==> config.mk <==
export PLATFORM = sky130hd
export DESIGN_NAME = subword_mem_ctrl
export DESIGN_NICKNAME = d
export VERILOG_FILES = /design/src/rtl/subword_mem_ctrl_pkg.sv /design/src/rtl/subword_mem_ctrl_load_align.sv /design/src/rtl/subword_mem_ctrl.sv
export SDC_FILE = /design/constraint.sdc
export NUM_CORES = 1
export LEC_CHECK = 0
export CAP_MARGIN = 20
export CORE_ASPECT_RATIO = 0.9
export CORE_MARGIN = 1.5
export CORE_UTILIZATION = 45
export CTS_BUF_LIST = sky130_fd_sc_hd__clkbuf_8
export DETAILED_ROUTE_END_ITERATION = 8
export HOLD_SLACK_MARGIN = 0.12
export PLACE_DENSITY = 0.75
export SLEW_MARGIN = 20
export SYNTH_ARGS = -nofsm -noshare
export SYNTH_HDL_FRONTEND = slang
export SYNTH_HIERARCHICAL = 1
export SYNTH_SLANG_ARGS = --single-unit
==> constraint.sdc <==
create_clock -name Clk -period 4.22 [get_ports Clk]
set_input_delay 0.633 -clock Clk [delete_from_list [all_inputs] [get_ports Clk]]
set_output_delay 0.633 -clock Clk [all_outputs]
set_load 0.01 [all_outputs]
==> src/rtl/subword_mem_ctrl_pkg.sv <==
// Shared definitions for the sub-word memory controller: access-type
// encodings, FSM state type and the store lane-merge helper.
package subword_mem_ctrl_pkg;

  localparam logic [2:0] OP_LW  = 3'd0;
  localparam logic [2:0] OP_LH  = 3'd1;
  localparam logic [2:0] OP_LHU = 3'd2;
  localparam logic [2:0] OP_LB  = 3'd3;
  localparam logic [2:0] OP_LBU = 3'd4;
  localparam logic [2:0] OP_SW  = 3'd5;
  localparam logic [2:0] OP_SH  = 3'd6;
  localparam logic [2:0] OP_SB  = 3'd7;

  typedef enum logic [2:0] {
    IDLE = 3'd0,
    RD   = 3'd1,
    CAP  = 3'd2,
    WR   = 3'd3,
    DONE = 3'd4
  } state_t;

  function automatic logic is_store(input logic [2:0] op);
    return (op == OP_SW) || (op == OP_SH) || (op == OP_SB);
  endfunction

  // Access whose address is not a multiple of its width.
  function automatic logic misaligned(input logic [2:0] op, input logic [1:0] lo);
    logic m;
    m = 1'b0;
    if (op == OP_LW || op == OP_SW) m = (lo != 2'b00);
    if (op == OP_LH || op == OP_LHU || op == OP_SH) m = lo[0];
    return m;
  endfunction

  // Insert the right-justified store data into the addressed lane of the
  // previously read word; SW replaces the whole word.
  function automatic logic [31:0] store_merge(input logic [31:0] word,
                                              input logic [31:0] wd,
                                              input logic [2:0]  op,
                                              input logic [1:0]  lo);
    logic [31:0] r;
    r = word;
    case (op)
      OP_SW: r = wd;
      OP_SH: r = lo[1] ? {wd[15:0], word[15:0]} : {word[31:16], wd[15:0]};
      OP_SB: begin
        case (lo)
          2'd0: r = {word[31:8], wd[7:0]};
          2'd1: r = {word[31:16], wd[7:0], word[7:0]};
          2'd2: r = {word[31:24], wd[7:0], word[15:0]};
          default: r = {wd[7:0], word[23:0]};
        endcase
      end
      default: r = word;
    endcase
    return r;
  endfunction

endpackage

==> src/rtl/subword_mem_ctrl_load_align.sv <==
// load_align: picks the addressed half/byte lane out of a memory word and
// sign- or zero-extends it according to the load type.
//   word : captured memory word
//   op   : access type (package encoding)
//   lo   : byte offset Addr[1:0]
//   data : extended load result (0 for store encodings)
module load_align
  import subword_mem_ctrl_pkg::*;
(
  input  logic [31:0] word,
  input  logic [2:0]  op,
  input  logic [1:0]  lo,
  output logic [31:0] data
);

  logic [15:0] half;
  logic [7:0]  byte_sel;

  always_comb begin
    half = lo[1] ? word[31:16] : word[15:0];
    case (lo)
      2'd0:    byte_sel = word[7:0];
      2'd1:    byte_sel = word[15:8];
      2'd2:    byte_sel = word[23:16];
      default: byte_sel = word[31:24];
    endcase
  end

  always_comb begin
    data = 32'd0;
    case (op)
      OP_LW:  data = word;
      OP_LH:  data = {{16{half[15]}}, half};
      OP_LHU: data = {16'd0, half};
      OP_LB:  data = {{24{byte_sel[7]}}, byte_sel};
      OP_LBU: data = {24'd0, byte_sel};
      default: data = 32'd0;
    endcase
  end

endmodule

==> src/rtl/subword_mem_ctrl.sv <==
// subword_mem_ctrl: MEM-stage controller turning byte/half/word loads and
// stores into single-word memory accesses. Sub-word stores are done as
// read-modify-write. Optional macro UNALIGNED_TRAP_EN makes misaligned
// accesses complete immediately with MisalignErr instead of touching memory.
// Ports:
//   Clk, Rst (async, active low)
//   Req/Op/Addr/WrData    : request from the pipeline, held until Ack
//   Ack/RdData/MisalignErr: one-cycle completion with load result / fault
//   Busy                  : stall while the FSM is not idle
//   MemAddr/MemRdEn/MemWrEn/MemWrData/MemRdData : word memory, 1-cycle read
module subword_mem_ctrl
  import subword_mem_ctrl_pkg::*;
#(
  parameter int MEM_AW = 10
) (
  input  logic              Clk,
  input  logic              Rst,
  input  logic              Req,
  input  logic [2:0]        Op,
  input  logic [31:0]       Addr,
  input  logic [31:0]       WrData,
  output logic              Ack,
  output logic [31:0]       RdData,
  output logic              Busy,
  output logic              MisalignErr,
  output logic [MEM_AW-1:0] MemAddr,
  output logic              MemRdEn,
  output logic              MemWrEn,
  output logic [31:0]       MemWrData,
  input  logic [31:0]       MemRdData
);

  state_t             state, next;
  logic [2:0]         op_q;
  logic [MEM_AW+1:0]  addr_q;
  logic [31:0]        wdata_q;
  logic [31:0]        word_q;
  logic [31:0]        ld_data;
  logic               trap_now;
  logic               err_q;

  // Address bits above the memory window do not select anything.
  logic unused_addr;
  assign unused_addr = ^Addr[31:MEM_AW+2];

`ifdef UNALIGNED_TRAP_EN
  assign trap_now = misaligned(Op, Addr[1:0]);

  always_ff @(posedge Clk or negedge Rst) begin
    if (!Rst)                       err_q <= 1'b0;
    else if (state == IDLE && Req)  err_q <= trap_now;
  end
`else
  // Unused low address bits are simply ignored by lane selection.
  assign trap_now = 1'b0;
  assign err_q    = 1'b0;
`endif

  always_ff @(posedge Clk or negedge Rst) begin
    if (!Rst) begin
      state   <= IDLE;
      op_q    <= 3'd0;
      addr_q  <= '0;
      wdata_q <= 32'd0;
      word_q  <= 32'd0;
    end else begin
      state <= next;
      if (state == IDLE && Req) begin
        op_q    <= Op;
        addr_q  <= Addr[MEM_AW+1:0];
        wdata_q <= WrData;
      end
      if (state == CAP) word_q <= MemRdData;
    end
  end

  load_align u_load_align (
    .word (word_q),
    .op   (op_q),
    .lo   (addr_q[1:0]),
    .data (ld_data)
  );

  always_comb begin
    next      = state;
    Ack       = 1'b0;
    Busy      = 1'b1;
    MemRdEn   = 1'b0;
    MemWrEn   = 1'b0;
    MemWrData = 32'd0;
    RdData    = 32'd0;
    case (state)
      IDLE: begin
        Busy = 1'b0;
        if (Req) begin
          if (trap_now)         next = DONE;
          else if (Op == OP_SW) next = WR;   // full word: no read needed
          else                  next = RD;
        end
      end
      RD: begin
        MemRdEn = 1'b1;
        next    = CAP;
      end
      CAP: next = is_store(op_q) ? WR : DONE;
      WR: begin
        MemWrEn   = 1'b1;
        MemWrData = store_merge(word_q, wdata_q, op_q, addr_q[1:0]);
        next      = DONE;
      end
      DONE: begin
        Ack = 1'b1;
        if (!is_store(op_q) && !err_q) RdData = ld_data;
        next = IDLE;
      end
      default: next = IDLE;
    endcase
  end

  assign MisalignErr = Ack & err_q;
  assign MemAddr     = addr_q[MEM_AW+1:2];

endmodule

==> results of run 1 <==
## repair_timing
| item | in CTS | in global routing |
|---|---|---|
| setup endpoints to repair | 0 | 5 |
| hold buffers | 0 | 0 |
| buffers inserted | 0 | 0 |
| resized for setup | 0 | 1 |
## path summary, 6_finish.rpt
kind,endpoint,slack (ps),cells after the start
worst max-delay path,MemWrData[17],380,6
worst min-delay path,word_q[18]$_DFFE_PN0N_,280,1
worst max register to register,state[1]$_DFFE_PN0P_,2020,5
worst min register to register,wdata_q[24]$_DFFE_PN0P_,500,1
max in group asynchronous,op_q[1]$_DFFE_PN0P_,3390,1
min in group Clk,wdata_q[24]$_DFFE_PN0P_,500,1
## synth_stat cells (all sizes together)
| cell | instances |
|---|---|
| a222oi | 7 |
| nor2b | 19 |
| a21o | 20 |
| nor4 | 1 |
| or3 | 1 |
| a22o | 14 |
| a22oi | 3 |
| a21boi | 1 |
| nand2b | 27 |
| o221ai | 8 |
| a2111oi | 1 |
| nor3b | 2 |
| nand4b | 1 |
| o21a | 1 |
| mux4 | 8 |
| nor2 | 20 |
| mux2i | 18 |
| o22ai | 7 |
| a21oi | 50 |
| inv | 13 |
| dfrtp | 82 |
| nand2 | 42 |
| a31oi | 9 |
| buf | 45 |
| nand3b | 1 |
| mux2 | 78 |
| nand3 | 11 |
| a221oi | 1 |
| o21ai | 25 |
| o221a | 8 |
| clkbuf | 20 |
| conb | 1 |
| and3 | 33 |
| o31a | 6 |
| o21bai | 1 |
| a32o | 3 |
| a31o | 8 |
| o211a | 1 |
| and2 | 4 |
## power breakdown
group / switching [W] / internal, W
clock network: 0.000327 / 0.000280
logic: 0.00152 / 0.00155
registers: 0.000782 / 0.00118
total: 0.00263 / 0.00302
## placed cells by master, fill, tap and decap left out, types with 8 or more instances in the layout
master,synthesis,final
mux2_1,44,44
dfrtp_1,82,81
nor2b_1,19,19
nor2_1,17,17
a22o_1,14,14
nand2_1,41,41
o221ai_1,8,8
mux2_2,34,34
a21o_1,20,20
clkbuf_8,0,9
a31o_1,8,8
mux2i_1,18,18
nand3_1,10,10
o21ai_0,17,17
a31oi_1,9,9
nand2b_1,27,27
and3_1,32,32
a21oi_1,48,48
buf_4,16,12
inv_1,13,14
clkdlybuf4s50_1,0,158
## state kept, by name, indices dropped and copies added, names as in the netlist
signal / flops
state: 3
word_q: 32
wdata_q: 32
op_q: 3
addr_q: 12
## layer usage
metal / vias to the layer above / routed length [um] / global-route usage, %
li1: 2445 / - / -
met1: 2602 / 7860 / 38.7
met2: 289 / 8340 / 40.4
met3: 29 / 1860 / 5.23
met4: 0 / 388 / 8.81
met5: - / 0 / 0
## worst register-to-register path, delay by kind of cell, from the launching register on
family	cells	cell delay, ps
and+or+nand+nor	1	90
buffers and inverters	2	610
DFF	1	600
AOI/OAI and AO/OA	2	800
## final cells by class
cell class	count	area (um^2)	share of cell area, %
inverters	13	48.8	0.643
flip-flops and latches	82	2050	27.1
clock buffers	9	124	1.63
repair buffers	171	1680	22.2
multi-input cells	441	3390	44.8
well taps	164	205	2.71
clock inverters	7	76.3	1.01
## cell families (layout without fill, tap and decap cells)
logic type | count (synthesis) | in the layout | synth area share, %
buffers and inverters | 78 | 200 | 7.56
muxes | 104 | 104 | 21.5
and+or+nand+nor | 162 | 162 | 15.3
other | 1 | 1 | 0.0636
DFF | 82 | 82 | 34.8
AOI/OAI and AO/OA | 174 | 174 | 20.8
## through the flow
step	instances	total power, W	setup WS, ps
after global routing	887	0.00601	155
after detailed placement	871	0.00497	650
after CTS	887	0.00560	233
after global placement	871	0.00486	688
after floorplan	601	0.00401	1980
final	887	0.00564	379
==> run metrics, run 1 <==
status=finished, final reports clean; CP Data Arrival Time=3210 ps; post-synth top area share=34.8%; DR vias=5365; Starting Density=46.3%; total grt overflow=0; Leak Pwr=3.15 nW; final core area utilization=59.6%; TritonCTS clock tree=built; Pins Over Slew Limit=0; mapped cell area=5890 um^2; Bufs on Longest Clock Path=2; slowest CP cell=dfrtp_1; Max-Cap Viols=0; top post-synthesis cells by area=dfrtp_1 35%, mux2_1 8.4%, mux2_2 6.5%; first-pass GRT wire length=28300 um; Critical Path End Type=output pin; power density cells=744 nW/um^2; die area=13800 um^2; syn_area_per_cell=9.80 um^2; Root Driver=clkbuf_8; Largest delay share family, worst path=compound AO/OA/AOI/OAI gates; Detailed Routing Iterations Pass 1=5; RSZ-0062 raised after global routing=false; Tot GR Track Use=26.9%; Post-Route WL=18500 um; library cells used by synthesis=54; slew margin rel.=38.0%; Rows=39; die height=112 um; Worst setup SP type=register; layout cell share with drive strength beyond 1=11.2%; TNS Setup=0 ps; antenna viol nets, final=0; maximum vdd drop=0.345 mV; Final Hold Vio Count=0; skew final=12.8 ps; Synth Warn #=6; CTS Buf Count=9; post-route cell area=7580 um^2; GP Congestion=0.924; vias per cell=6.05; die width=124 um; drt drc=0; r2r startpoint=op_q[0]$_DFFE_PN0P_; initial antenna violation count=0; CTS clk-pin slew, worst paths=100 ps; CP startpoint=op_q[0]$_DFFE_PN0P_; filler instances=1085; final worst-path cycle share=91.0%; Num Clock Sinks=82; initial DRC count=514; worst-margin pin slew=930 ps; maximum fanout along the worst path=20; Post-DP Area=7380 um^2; final hold slack=284 ps; Seq/Total Area, Yosys=34.8%; kind of critical path=register to output pin; crit path buf inv count=2; CP required=3590 ps; Max Clock Freq=260 MHz; vias in the first global route=5147; Hold Crit Class=primary input to async pin; CP peak stage delay=600 ps; port bufs=159; # diodes=0; # IOs=181; Synth area leader=dfrtp_1; worst path cell trace=buf_4 > o21a_1 > o21ai_1 > a222oi_1 > nor2_1 > clkdlybuf4s50_1; Detail Placement HPWL=13100 um; final net count=820; setup violators final=0; largest net degree at the start of global routing=83; synth-to-layout area growth=28.7%; Yosys reg bits=82; Routed WL per cell=20.8 um; Cells after Synth=601; H-tree Lvls=3; syn nets=703; final worst path period need=3840 ps; Clock Latency Late Sink=370 ps; CORE AREA=12700 um^2
(Power assumes the default switching activity.)
==> run 2: changes to the inputs <==
Settings changed: ABC_AREA set to 0, GPL_TIMING_DRIVEN set to 0.
==> run 2 against run 1 <==
Sequential power decreased by 4%. Final area increased by 4.1%. First-iteration DRC count increased by 8.8%. Clock skew increased by 7.8 ps. Cell count increased by 6.0%. Clock power decreased by 5.4%. Worst setup slack improved by 310 ps. Largest power group unchanged. Critical path depth increased by 1.
==> run metrics, run 2 (synthesized netlist as in run 1, its figures left out) <==
Flop pwr share=32.1% (was 34.8%); Regs by FF count=wdata_q (32), word_q (32), addr_q (12) (unchanged); Int Power=0.00316 W (was 0.00302 W); Critical Path End Type=output pin (unchanged); synth-to-layout area growth=34.1% (was 28.7%); die area=13800 um^2 (unchanged); total grt overflow=0 (unchanged); r2r startpoint=state[2]$_DFFE_PN0P_ (was op_q[0]$_DFFE_PN0P_); Routed WL per cell=21.1 um (was 20.8 um); r2r setup slk=2510 ps (was 2020 ps); postcts setup bufs=0 (unchanged); Num Clock Sinks=82 (unchanged); power density cells=748 nW/um^2 (was 744 nW/um^2); largest net degree at the start of global routing=59 (was 83); TNS Setup=0 ps (unchanged); combinational share of power=58.2% (was 54.4%); # IOs=181 (unchanged); CTS clk-pin slew, worst paths=90 ps (was 100 ps); DR vias=5604 (was 5365); cts hold-fix bufs=0 (unchanged); die height=112 um (unchanged); Place WS=1170 ps (was 650 ps); slew margin rel.=63.6% (was 38.0%); H-tree Lvls=3 (unchanged); CTS Buf Count=9 (unchanged); maximum vdd drop=0.393 mV (was 0.345 mV); status=finished, final reports clean (unchanged); first-pass GRT wire length=31000 um (was 28300 um); die width=124 um (unchanged); port bufs=159 (unchanged); Setup WS post-layout=690 ps (was 379 ps); commonest non-fill, non-tap cell in the layout=clkdlybuf4s50_1 (unchanged); skew final=20.5 ps (was 12.8 ps); Sw Share=46.6% (was 46.5%); Worst R2R Path Depth=4 (was 5); final core area utilization=62.0% (was 59.6%); vias in the first global route=5595 (was 5147); GP Congestion=0.951 (was 0.924); Clock Latency Late Sink=390 ps (was 370 ps); Detail Placement HPWL=14800 um (was 13100 um); clock network power share=9.7% (was 10.8%); antenna viol nets, final=0 (unchanged); initial antenna violation count=0 (unchanged); terminus of the critical flop-to-flop path=wdata_q[28]$_DFFE_PN0P_ (was state[1]$_DFFE_PN0P_); Starting Density=46.3% (unchanged); Detailed Routing Iterations Pass 1=6 (was 5); final worst path period need=3530 ps (was 3840 ps); final net count=874 (was 820); Switch Pwr=0.00275 W (was 0.00263 W); Post-Route WL=19900 um (was 18500 um); CP Data Arrival Time=2900 ps (was 3210 ps); RSZ-0062 raised after global routing=false (unchanged); setup violators final=0 (unchanged); final worst-path cycle share=83.6% (was 91.0%); Hold Crit Class=primary input to async pin (unchanged); Root Driver=clkbuf_8 (unchanged); layout cell share with drive strength beyond 1=14.4% (was 11.2%); CTS resizes=0 (unchanged); Max Clock Freq=283 MHz (was 260 MHz); vias per cell=5.96 (was 6.05); met3 WL=1920 um (was 1860 um); CP required=3590 ps (about the same); crit path to=MemWrData[20] (was MemWrData[17]); maximum fanout along the worst path=10 (was 20); Top Layer Used=met4 (unchanged); Max-Cap Viols=0 (unchanged); Met1 Wirelength=8460 um (was 7860 um); Tot GR Track Use=29.6% (was 26.9%); Worst setup SP type=register (unchanged); CORE AREA=12700 um^2 (unchanged); Leak Pwr=3.33 nW (was 3.15 nW); Bufs on Longest Clock Path=2 (unchanged); initial DRC count=559 (was 514); Pins Over Slew Limit=0 (unchanged); Rows=39 (unchanged); drt drc=0 (unchanged); worst-margin pin slew=542 ps (was 930 ps); Final Hold Vio Count=0 (unchanged); kind of critical path=register to output pin (unchanged); # diodes=0 (unchanged); commonest non-fill, non-tap cells in the layout=158 x clkdlybuf4s50_1, 82 x dfrtp_1, 48 x a21oi_1 (was 158 x clkdlybuf4s50_1, 81 x dfrtp_1, 48 x a21oi_1); TritonCTS clock tree=built (unchanged); met2 wire length=8890 um (was 8340 um); CP startpoint=op_q[0]$_DFFE_PN0P_ (unchanged)
-- run 2: area by class of cell --
type | instances | area (um^2)
Timing Repair Buffer | 160 | 1620
Fill cell | 1050 | 4840
Sequential cell | 82 | 2050
Buffer | 65 | 397
Clock buffer | 11 | 151
Inverter | 13 | 48.8
Clock inverter | 4 | 33.8
Multi-Input combinational cell | 441 | 3390
Tap cell | 164 | 205
-- run 2: power groups by stage --
stage          clock [W]  combinational, W  sequential, W
6_report        0.000574           0.00344        0.00190
5_1_grt         0.000605           0.00376        0.00193
4_1_cts         0.000580           0.00341        0.00185
3_5_place_dp           0           0.00339        0.00187
3_3_place_gp           0           0.00330        0.00186
2_1_floorplan          0           0.00250        0.00151
-- run 2: worst max-delay path: stages, from the launching register on --
cell,delay [ps]
dfrtp_1,520
buf_4,220
buf_2,220
a21boi_0,170
o21ai_1,480
a222oi_1,230
nor2_1,120
clkdlybuf4s50_1,550
-- run 2: worst min path at each step --
stage / startpoint / endpoint / slack, ps / cells after the start
after floorplan: Rst / addr_q[0]$_DFFE_PN0P_ / 340 / 0
after global placement: addr_q[2]$_DFFE_PN0P_ / addr_q[2]$_DFFE_PN0P_ / 470 / 1
after detailed placement: addr_q[11]$_DFFE_PN0P_ / addr_q[11]$_DFFE_PN0P_ / 480 / 1
after CTS: Rst / word_q[19]$_DFFE_PN0N_ / 150 / 1
after global routing: Rst / word_q[19]$_DFFE_PN0N_ / 160 / 1
final: Rst / word_q[18]$_DFFE_PN0N_ / 150 / 1
-- run 2: layer usage --
metal  GRT usage, %  vias to the layer above
met4           11.2                        0
met5              0                        -
li1               -                     2551
met1           40.8                     2671
met2           45.0                      338
met3           7.07                       44
-- run 2: metrics by stage --
stage	power, W	hold WS (ps)	cell area [um^2]	cells
final	0.00591	152	7900	940
after global routing	0.00629	157	7900	940
after CTS	0.00584	146	7900	940
after detailed placement	0.00525	476	7710	925
after global placement	0.00515	469	7690	924
after floorplan	0.00401	337	5890	601
